**src/rtl/sniff_fifo.sv**
```systemverilog
// Synchronous FIFO, WIDTH x DEPTH (DEPTH power of two, >=2).
// Latency: push in cycle N is visible at head in N+1; pop is combinational on pop_req.
// Backpressure: push accepted when not full or when a pop frees a slot the same cycle.
// Ports: push/push_data/push_ok (write side), pop_req/valid/head (read side).
module sniff_fifo #(
  parameter int WIDTH = 32,
  parameter int DEPTH = 8
) (
  input  logic             clk,
  input  logic             rst,
  input  logic             push,
  input  logic [WIDTH-1:0] push_data,
  output logic             push_ok,
  input  logic             pop_req,
  output logic             valid,
  output logic [WIDTH-1:0] head
);
  localparam int AW = $clog2(DEPTH);

  logic [WIDTH-1:0] mem [DEPTH];
  logic [AW:0]      wr_ptr;
  logic [AW:0]      rd_ptr;
  logic [WIDTH-1:0] last_q;
  logic             empty;
  logic             full;
  logic             pop;

  // Extra pointer MSB distinguishes full from empty when the index bits match.
  assign empty   = (wr_ptr == rd_ptr);
  assign full    = (wr_ptr[AW] != rd_ptr[AW]) && (wr_ptr[AW-1:0] == rd_ptr[AW-1:0]);
  assign pop     = pop_req && !empty;
  assign push_ok = push && (!full || pop);
  assign valid   = !empty;
  // When empty the head keeps showing the last word that left the FIFO.
  assign head    = empty ? last_q : mem[rd_ptr[AW-1:0]];

  always_ff @(posedge clk or negedge rst) begin
    if (!rst) begin
      wr_ptr <= '0;
      rd_ptr <= '0;
      last_q <= '0;
      for (int i = 0; i < DEPTH; i++) mem[i] <= '0;
    end else begin
      if (push_ok) begin
        mem[wr_ptr[AW-1:0]] <= push_data;
        wr_ptr <= wr_ptr + 1'b1;
      end
      if (pop) begin
        last_q <= mem[rd_ptr[AW-1:0]];
        rd_ptr <= rd_ptr + 1'b1;
      end
    end
  end

endmodule

```
**config.mk**
```make
export PLATFORM = sky130hd
export DESIGN_NAME = sniff_fifo
export DESIGN_NICKNAME = d
export VERILOG_FILES = /design/src/rtl/sniff_fifo.sv
export SDC_FILE = /design/constraint.sdc
export NUM_CORES = 1
export LEC_CHECK = 0
export ABC_AREA = 1
export CORE_MARGIN = 2
export CORE_UTILIZATION = 45
export CTS_CLUSTER_DIAMETER = 60
export DETAILED_ROUTE_END_ITERATION = 10
export GPL_ROUTABILITY_DRIVEN = 0
export PLACE_DENSITY = 0.62
export SYNTH_ARGS = -nofsm -noshare
export SYNTH_HDL_FRONTEND = slang
export SYNTH_SLANG_ARGS = --single-unit
```
**constraint.sdc**
```tcl
create_clock -name clk -period 2.6 [get_ports clk]
set_input_delay 0.39 -clock clk [delete_from_list [all_inputs] [get_ports clk]]
set_output_delay 0.39 -clock clk [all_outputs]
set_load 0.02 [all_outputs]
```
==> impl_results.md, run 1 <==
- Status: finished clean
- FF/Latch Area: 0.00741 mm2
- Crit path launch: rd_ptr[0]
- Via/cell ratio: 5.85
- Clock-pin slew on the worst setup and hold paths: 0.06 ns
- Area of the multi-input gates: 0.00706 mm2
- Critical path peak fanout: 6
- Syn Inst Count: 1973
- Final Hold Fails: 0
- Post-DRT Antenna Nets: 0
- Synth-to-layout area growth: 23.9%
- CP delay by family, top: buffers and inverters
- # IOs: 70
- Final max-slew violation count: 0
- Largest net degree at the start of global routing: 139
- Maxcap violations: 0
- Clock Path Buffers: 3
- Post-Syn Area per Cell: 7.56 um2
- Maximum vdd ir drop: 0.796 mV
- Ranking of synthesized cells by area: dfrtp_1, nand2_1, nand4_1, o21ai_0, nor2_1
- Period minus WS final: 2.59 ns
- Post-synthesis sequential area ratio: 0.497
- CP Capture Type: output port
- Final core utilization: 0.567
- Slowest Stage Delay on Critical Path: 0.48 ns
- Power Density: 1520 mW/mm2
- Ant. Diodes: 0
- RSZ-0062 raised after global routing: true
- Vias after detailed routing: 14400
- CP bufs+invs: 5
- Least-Margin Pin Slew: 0.919 ns
- Count leader, synth: nand2_1
- Core box area: 0.0326 mm2
- Post-synth EDFFs: 0
- Total CTS buffers: 35
- DRC: 0
- Chip width: 186 um
- R2r setup slk: 0.14 ns
- Type of the worst setup path: reg2out
- Clock sink count: 296
- Fmax: 386 MHz
- Post-synth top cells: nand2_1, dfrtp_1, nand4_1
- Mapped Area: 0.0149 mm2
- Top_reg_cell synth: dfrtp_1
- First-pass GRT wire length: 78400 um
- Worst r2r src: rd_ptr[0]
- Vias in the first global route: 13500
- Initial core utilization: 0.457
- Initial antenna violation count: 0
- CTS tree: yes
- Final hold slack: 0.318 ns
- Crit path to: head[21]
- Leak: 0.00920 uW
- Site row count: 66
- Fillers: 2985
- Top cell type's share of synthesized area: 0.497
- Netlist cell types: 24
- Worst Hold Class: in2reg
- CP Launch Type: flip-flop
- Async SR Flop Fraction: 1.00
- Share of cells above drive strength 1: 0.158
- Syn nets: 2011
- DR iter-0 viols: 1473
- Fin crit share: 0.997
- Die area: 0.0346 mm2
- # port buffers: 69
- CP max-delay cell: dfrtp_4
- H-tree Lvls: 2
- Levels on crit path: 11
- Flops & latches, synth: 296
- Overflow after GRT: 0
- Critical path data required time: 2.21 ns
- Post-Route Skew: 0.0189 ns
- Root Driver: clkbuf_16
- Warnings, synthesis: 0
- Drt pass-1 iters: 7
- DRT Wirelength: 51200 um
- Area leader, netlist: dfrtp_1
- Clock latency on the worst-skew pair: 0.51 ns
- Gr usage total: 0.292
- Reg2Reg Depth: 14
- DP HPWL: 28300 um
- R2r endpoint: mem[128]
- WP data arrival: 2.20 ns
- Final setup violation count: 0
- Crit-path cells: clkinv_8, buf_12, nand2_4, nand2_4, nor2_4, buf_6, nand2_8, clkbuf_16, nand2_2, nand2_2, buf_6
- Chip Height: 186 um
- Nets: 2032
- Rel. slew slack: 0.387
- Wire per inst: 20.8 um
==> flip-flops by register name, summed over array words and instances, names as in the netlist <==
register  cells
mem         256
wr_ptr        4
last_q       32
rd_ptr        4
==> how the worst min path moves through the flow <==
stage	cells after the start	start	slack [ns]	to
2_1_floorplan	0	rst	0.09	last_q[0]
3_3_place_gp	1	rst	0.36	last_q[9]
6_report	4	push	0.32	wr_ptr[2]
3_5_place_dp	1	rst	0.36	last_q[9]
4_1_cts	5	push	0.24	wr_ptr[3]
5_1_grt	4	push	0.34	wr_ptr[2]
==> final cells by class <==
| class | count | area share |
|---|---|---|
| timing repair buffer | 185 | 0.122 |
| clock inverter | 8 | 0.00521 |
| inverter | 8 | 0.00257 |
| clock buffer | 52 | 0.0580 |
| tap | 442 | 0.0299 |
| multi-input combinational | 1468 | 0.382 |
| sequential | 296 | 0.401 |
==> what timing repair did <==
item / 4_1_cts / 5_1_grt
buffers inserted: 6 / 9
gates resized for setup: 164 / 191
setup endpoints to repair: 34 / 266
cloned: 4 / 10
hold buffers: 1 / 0
hold endpoints to repair: 50 / 0
pin swaps: 2 / 45
==> cell usage in the layout (no fill, tap or decap), drive strengths merged <==
| master | count |
|---|---|
| a21oi | 2 |
| buf | 141 |
| bufbuf | 1 |
| bufinv | 2 |
| clkbuf | 61 |
| clkdlybuf4s50 | 33 |
| clkinv | 6 |
| clkinvlp | 1 |
| dfrtp | 296 |
| dlygate4sd3 | 1 |
| ha | 2 |
| inv | 7 |
| nand2 | 793 |
| nand3 | 43 |
| nand4 | 257 |
| nor2 | 162 |
| nor3 | 8 |
| o21ai | 162 |
| o22ai | 32 |
| xnor2 | 3 |
| xor2 | 4 |
==> per-layer routing <==
metal | GRT usage | vias to the layer above | share of wire
met5 | 0 | - | 0
met4 | 0.0781 | 0 | 0.023
met3 | 0.0440 | 83 | 0.077
met2 | 0.458 | 630 | 0.46
met1 | 0.424 | 7049 | 0.44
li1 | - | 6632 | -
==> tightest hold or removal path, cell delays in order <==
cell	delay, ns
buf_6	0.10
nand2_2	0.08
buf_4	0.14
o21ai_0	0.07
==> where the power goes <==
part,leakage [uW],internal (uW),switching [uW]
logic,0.00489,6070,9250
clock network,0.000576,3040,1930
registers,0.00373,6700,1140
==> cells by family after synthesis <==
logic type	synth area share
adder cells (fa/ha/maj)	0.00168
flip-flops	0.497
AND/OR/NAND/NOR	0.368
XOR/XNOR	0.00411
buffers and inverters	0.0611
AO/OA/AOI/OAI	0.0684
==> per-stage QoR <==
step           setup TNS (ns)  cells  setup slack (ns)  power (uW)  instance area, um2
2_1_floorplan               0   1973             0.471       15200               14900
3_5_place_dp          -0.0171   2369          -0.00688       20400               16300
3_3_place_gp                0   2369            0.0327       20200               16300
5_1_grt                 -1.17   2459           -0.0711       30000               18500
6_report                    0   2459           0.00822       28100               18500
4_1_cts                -0.102   2440           -0.0722       25600               17600
No activity file was read; power rests on OpenSTA's default activity.
==> run 2: changes to the inputs <==
--- a/config.mk
+++ b/config.mk
@@ -15,3 +15,4 @@
 export SYNTH_ARGS = -nofsm -noshare
 export SYNTH_HDL_FRONTEND = slang
 export SYNTH_SLANG_ARGS = --single-unit
+export TNS_END_PERCENT = 5
==> run 2 against run 1 <==
- global-route usage down 0.14 points
- first-iteration DRC count rose by 7.9%
- register-to-register slack got worse by 0.04 ns
- clock skew up 0.0034 ns
- largest cell class unchanged
- largest power group unchanged
==> impl_results.md, run 2 (synthesis gave the netlist of run 1 again) <==
- Sw Ratio: 0.442 (+0.00393)
- Clock Path Buffers: 3 (unchanged)
- Worst Hold Class: in2reg
- Slowest Stage Delay on Critical Path: 0.48 ns (about the same)
- CP Launch Type: flip-flop
- Vias in the first global route: 13500 (-0.20%)
- Core box area: 0.0326 mm2 (unchanged)
- Nets: 2029 (-0.15%)
- R2r endpoint: mem[128]
- Max reg flops: 256 (unchanged)
- CP bufs+invs: 5 (unchanged)
- Least-Margin Pin Slew: 0.911 ns (-0.00787 ns)
- WL met1: 22500 um (about the same)
- Hold Startpoint: push
- Fmax: 388 MHz (+0.59%)
- # port buffers: 69 (unchanged)
- Post-DRT Antenna Nets: 0 (unchanged)
- Maximum vdd ir drop: 0.616 mV (-23%)
- Root Driver: clkbuf_16
- DRC: 0 (unchanged)
- Initial core utilization: 0.457 (unchanged)
- Synth-to-layout area growth: 21.6%
- Setup ws final: 0.0234 ns (+0.0152 ns)
- Clock latency on the worst-skew pair: 0.52 ns (about the same)
- Top Metal Used: met4
- Share of cells above drive strength 1: 0.138 (-0.0196)
- Critical path data required time: 2.21 ns (about the same)
- Largest regs: mem x256, last_q x32
- P_sw: 11900 uW (-3.1%)
- Most common cell after layout, fill and taps aside: nand2_1
- CP delay by family, top: buffers and inverters
- CP max-delay cell: dfrtp_4
- Wire per inst: 20.8 um (-0.22%)
- CTS tree: yes
- Reg2Reg Depth: 14 (unchanged)
- Setup TNS: 0 ns (unchanged)
- Worst r2r src: rd_ptr[0]
- Place WS: -0.00688 ns (unchanged)
- Final setup violation count: 0 (unchanged)
- R2r setup slk: 0.10 ns (-0.04 ns)
- Fin crit share: 0.991 (-0.00585)
- Internal Dissipation: 15100 uW (-4.7%)
- RSZ-0062 raised after global routing: true
- Overflow after GRT: 0 (unchanged)
- Most frequent cells in the layout: nand2_1, dfrtp_1, nand4_1, nor2_1, o21ai_0
- Clock-pin slew on the worst setup and hold paths: 0.06 ns (about the same)
- Via/cell ratio: 5.86 (about the same)
- Status: finished clean
- Leak: 0.00910 uW (-1.1%)
- Combinational Power Share: 0.525 (-0.020)
- Power Density: 1490 mW/mm2 (-2.2%)
- Metal2 WL: 23800 um (+0.75%)
- Hold Path End: wr_ptr[3]
- Die area: 0.0346 mm2 (unchanged)
- Maxcap violations: 0 (unchanged)
- Chip Height: 186 um (unchanged)
- Initial antenna violation count: 0 (unchanged)
- Met3 WL: 3640 um (-7.6%)
- # IOs: 70 (unchanged)
- Crit-path cells: clkinv_8, buf_12, nand2_4, nand2_4, nor2_4, buf_6, nand2_8, clkbuf_16, nand2_1, nand2_1, buf_2
- Fillers: 3037 (+1.7%)
- Vias after detailed routing: 14400 (-0.076%)
- Total CTS buffers: 35 (unchanged)
- Drt pass-1 iters: 6 (-1)
- Largest Register: mem
- Critical path peak fanout: 6 (unchanged)
- Gr usage total: 0.291 (-0.00136)
- WP data arrival: 2.19 ns (about the same)
- Chip width: 186 um (unchanged)
- Final Hold Fails: 0 (unchanged)
- Final max-slew violation count: 0 (unchanged)
- DP HPWL: 28300 um (unchanged)
- Largest net degree at the start of global routing: 139 (unchanged)
- CP Capture Type: output port
- Site row count: 66 (unchanged)
- DRT Wirelength: 51000 um (-0.35%)
- First-pass GRT wire length: 78100 um (-0.42%)
- Ant. Diodes: 0 (unchanged)
- Clock share of power: 0.185 (+0.008)
- Period minus WS final: 2.58 ns (-0.0152 ns)
- Clock sink count: 296 (unchanged)
- H-tree Lvls: 2 (unchanged)
- Reg power frac: 0.290 (+0.011)
- Type of the worst setup path: reg2out
- DR iter-0 viols: 1589 (+7.9%)
- Rel. slew slack: 0.392 (+0.00525)
- Hold path depth: 5 (+1)
- Post-Route Skew: 0.0223 ns (+0.00339 ns)
==> run 2: changes by cell type in the layout (fill, tap and decap cells not counted), moves of 17 or more <==
cell,previous run,this run
nand2_1,713,753
nand2_2,52,31
nand2_4,27,8
buf_6,35,17
buf_2,3,20
==> run 2: worst register-to-register path: stages (launching register included) <==
cell and delay, ns:
dfrtp_4 0.48, clkinv_8 0.10, buf_12 0.15, nand2_4 0.06, nand2_4 0.05, nor2_4 0.12
buf_12 0.13, buf_12 0.13, nand4_4 0.12, buf_12 0.17, buf_16 0.20, nand3_2 0.21
buf_4 0.35, nand2_1 0.10, nand2_1 0.08
==> run 2: final cells by class <==
type / instances / area, um2 / area share
tap: 442 / 553 / 0.0305
inverter: 8 / 42.5 / 0.00235
clock buffer: 52 / 1070 / 0.0591
sequential: 296 / 7410 / 0.409
timing repair buffer: 182 / 2080 / 0.115
multi-input combinational: 1468 / 6870 / 0.379
clock inverter: 8 / 96.3 / 0.00531
==> run 2: how the worst max path moves through the flow <==
stage                    from  endpoint  slack (ns)  cells past startpoint
floorplan           rd_ptr[0]  head[12]        0.47                     10
global placement    rd_ptr[0]  mem[112]        0.03                     11
detailed placement  rd_ptr[0]   mem[84]      -0.007                     11
CTS                 rd_ptr[3]   head[3]       -0.10                      6
global route        rd_ptr[0]   head[2]       -0.07                     10
finish              rd_ptr[0]  head[28]        0.02                     11
==> run 2: what timing repair did <==
item | in CTS | in global routing
hold buffers | 1 | 0
cloned | 3 | 9
endpoints found under the setup margin | 34 | 249
setup buffers | 5 | 9
pin swaps | 2 | 10
endpoints found under the hold margin | 50 | 0
gates resized for setup | 137 | 126
==> run 2: power by group through the flow <==
stage	sequential, uW	clock, uW	combinational [uW]
global route	8080	5230	15500
global placement	7770	0	12400
floorplan	7540	0	7650
CTS	7780	5020	12700
finish	7840	4980	14200
detailed placement	7830	0	12600
==> run 2: through the flow <==
| stage | power (uW) | cell area [um2] | std cells | utilization | hold slack, ns |
|---|---|---|---|---|---|
| after CTS | 25500 | 17600 | 2438 | 0.539 | 0.261 |
| after global placement | 20200 | 16300 | 2369 | 0.500 | 0.358 |
| final | 27000 | 18100 | 2456 | 0.556 | 0.243 |
| after floorplan | 15200 | 14900 | 1973 | - | 0.0944 |
| after global routing | 28800 | 18100 | 2456 | 0.556 | 0.279 |
| after detailed placement | 20400 | 16300 | 2369 | 0.500 | 0.359 |
==> run 2: routing by layer <==
layer	up-vias	GRT usage
met5	-	0
met4	0	0.0759
met3	79	0.0419
met2	628	0.456
met1	7048	0.424
li1	6628	-
==> run 3: changes to the inputs <==
--- a/config.mk
+++ b/config.mk
@@ -6,12 +6,15 @@
 export NUM_CORES = 1
 export LEC_CHECK = 0
 export ABC_AREA = 1
+export CELL_PAD_IN_SITES_DETAIL_PLACEMENT = 0
+export CELL_PAD_IN_SITES_GLOBAL_PLACEMENT = 2
 export CORE_MARGIN = 2
-export CORE_UTILIZATION = 45
+export CORE_UTILIZATION = 36
 export CTS_CLUSTER_DIAMETER = 60
+export CTS_CLUSTER_SIZE = 28
 export DETAILED_ROUTE_END_ITERATION = 10
 export GPL_ROUTABILITY_DRIVEN = 0
-export PLACE_DENSITY = 0.62
+export PLACE_DENSITY = 0.79
 export SYNTH_ARGS = -nofsm -noshare
 export SYNTH_HDL_FRONTEND = slang
 export SYNTH_SLANG_ARGS = --single-unit
==> run 3 against run 2 <==
- the flow now finishes with violations (setup timing)
- largest cell class unchanged
- register-to-register slack gained 0.02 ns
- final cell count grew 4.5%
- final area grew 3.8%
- die area grew 24%
- total power grew 7.3%
- sequential share of layout area shrank 1.5 points
- clock power grew 8.4%
- combinational power grew 11%
- worst setup slack lost 0.061 ns
- clock-buffer cell count shrank 12
==> impl_results.md, run 3 (synthesis gave the netlist of run 1 again) <==
- Status: finished with violations
- Failing checks: setup timing
- Final max-slew violation count: 0 (unchanged)
- Crit path to: head[29]
- Critical path data required time: 2.21 ns (about the same)
- # IOs: 70 (unchanged)
- Period minus WS final: 2.64 ns (+0.0610 ns)
- Synth-to-layout area growth: 26.2%
- CP Launch Type: flip-flop
- Root Driver: clkbuf_16
- CP Capture Type: output port
- Reg2Reg Depth: 11 (-3)
- DP HPWL: 31500 um (+11%)
- Maxcap violations: 0 (unchanged)
- Overflow after GRT: 0 (unchanged)
- Die area: 0.0431 mm2 (+24%)
- Share of cells above drive strength 1: 0.165 (+0.0272)
- Largest Register: mem
- Most frequent cells in the layout: nand2_1, dfrtp_1, nand4_1, nor2_1, o21ai_0
- Clock sink count: 296 (unchanged)
- Initial core utilization: 0.365 (-0.0920)
- Clock Path Buffers: 3 (unchanged)
- Final setup violation count: 29 (+29)
- Setup ws final: -0.0375 ns (-0.0610 ns)
- First-pass GRT wire length: 85100 um (+9.0%)
- Largest regs: mem x256, last_q x32
- Worst Hold Class: in2async
- Crit-path cells: clkinv_4, buf_8, nand2_4, nand2_4, nor2_4, buf_12, nand2_8, clkbuf_16, nand2_1, nand2_1, buf_6
- Clock latency on the worst-skew pair: 0.56 ns (+0.04 ns)
- Slowest Stage Delay on Critical Path: 0.47 ns (about the same)
- Via/cell ratio: 5.54 (-5.5%)
- Place WS: -0.00364 ns (+0.00324 ns)
- Max reg flops: 256 (unchanged)
- CP max-delay cell: dfrtp_4
- Type of the worst setup path: reg2out
- Internal Dissipation: 16200 uW (+7.4%)
- Vias in the first global route: 13700 (+1.3%)
- Fmax: 379 MHz (-2.3%)
- Least-Margin Pin Slew: 0.750 ns (-0.162 ns)
- Combinational Power Share: 0.542 (+0.017)
- Vias after detailed routing: 14200 (-1.2%)
- Site row count: 74 (+12%)
- Gr usage total: 0.252 (-0.0386)
- H-tree Lvls: 2 (unchanged)
- Leak: 0.00929 uW (+2.1%)
- DRC: 0 (unchanged)
- Largest net degree at the start of global routing: 133 (-4.3%)
- P_sw: 12800 uW (+7.3%)
- Final hold slack: 0.322 ns (+0.0785 ns)
- Total CTS buffers: 34 (-2.9%)
- Clock-pin slew on the worst setup and hold paths: 0.07 ns (about the same)
- Rel. slew slack: 0.500 (+0.108)
- Wire per inst: 22.2 um (+6.7%)
- Reg power frac: 0.272 (-0.018)
- RSZ-0062 raised after global routing: true
- Core box area: 0.0408 mm2 (+25%)
- Post-Route Skew: 0.0336 ns (+0.0114 ns)
- R2r setup slk: 0.12 ns (+0.02 ns)
- Chip width: 208 um (+12%)
- Final core utilization: 0.461 (-0.0947)
- Sw Ratio: 0.442 (about the same)
- Worst r2r src: wr_ptr[0]
- Nets: 2047 (+0.89%)
- Most common cell after layout, fill and taps aside: nand2_1
- Critical path peak fanout: 6 (unchanged)
- Fin crit share: 1.01 (+0.0234)
- Drt pass-1 iters: 7 (+1)
- DRT Wirelength: 56900 um (+12%)
- Crit path launch: rd_ptr[0]
- Initial antenna violation count: 0 (unchanged)
- Maximum vdd ir drop: 0.790 mV (+28%)
- Final Hold Fails: 0 (unchanged)
- Power Density: 1540 mW/mm2 (+3.4%)
- Chip Height: 208 um (+12%)
- WP data arrival: 2.25 ns (+0.06 ns)
- DR iter-0 viols: 1316 (-17%)
- R2r endpoint: mem[50]
- CTS tree: yes
- Clock share of power: 0.186 (about the same)
- Ant. Diodes: 0 (unchanged)
- Post-DRT Antenna Nets: 0 (unchanged)
- # port buffers: 69 (unchanged)
run 3: cell type report:
cell class	count	area, um2
clock buffers	40	915
clock inverters	21	323
fillers	3999	22000
inverters	8	40.0
multi-input cells	1467	6970
flip-flops and latches	296	7410
well taps	532	666
repair buffers	202	2500
run 3: how the worst min path moves through the flow:
stage / startpoint / to / slack (ns) / cells after the start
2_1_floorplan: rst / last_q[0] / 0.09 / 0
3_3_place_gp: rst / last_q[1] / 0.31 / 1
3_5_place_dp: rst / last_q[1] / 0.31 / 1
4_1_cts: rst / last_q[4] / 0.31 / 2
5_1_grt: rst / mem[193] / 0.35 / 2
6_report: rst / last_q[4] / 0.32 / 2
run 3: stage by stage:
stage	cell area, um2	power (uW)	cells	TNS, ns
finish	18800	29000	2566	-0.542
global route	18800	31000	2566	-2.85
CTS	18200	27500	2548	-1.22
detailed placement	16500	20900	2467	-0.00364
global placement	16500	20700	2467	0
floorplan	14900	15200	1973	0
run 3: power by group through the flow:
| stage | clock, uW | combinational, uW | sequential, uW |
|---|---|---|---|
| after global placement | 0 | 12900 | 7830 |
| after CTS | 5490 | 14200 | 7830 |
| after global routing | 5680 | 17200 | 8130 |
| after detailed placement | 0 | 13000 | 7860 |
| after floorplan | 0 | 7650 | 7540 |
| final | 5400 | 15700 | 7880 |
run 3: critical path, delay by kind of cell (launching register included):
family / cells / cell delay (ns)
flip-flops: 1 / 0.47
AND/OR/NAND/NOR: 6 / 0.50
buffers and inverters: 5 / 0.72
run 3: what timing repair did:
action | 4_1_cts | 5_1_grt
gates resized for setup | 235 | 111
cloned | 4 | 15
pin swaps | 29 | 37
hold buffers | 1 | 0
setup buffers | 16 | 4
setup endpoints to repair | 37 | 167
hold endpoints to repair | 36 | 0
run 3: layer usage:
metal	up-vias	global-route usage	routed length, um
met3	70	0.0313	3240
li1	6657	-	-
met4	0	0.0682	1060
met2	429	0.389	26000
met1	7051	0.374	26500
met5	-	0	0
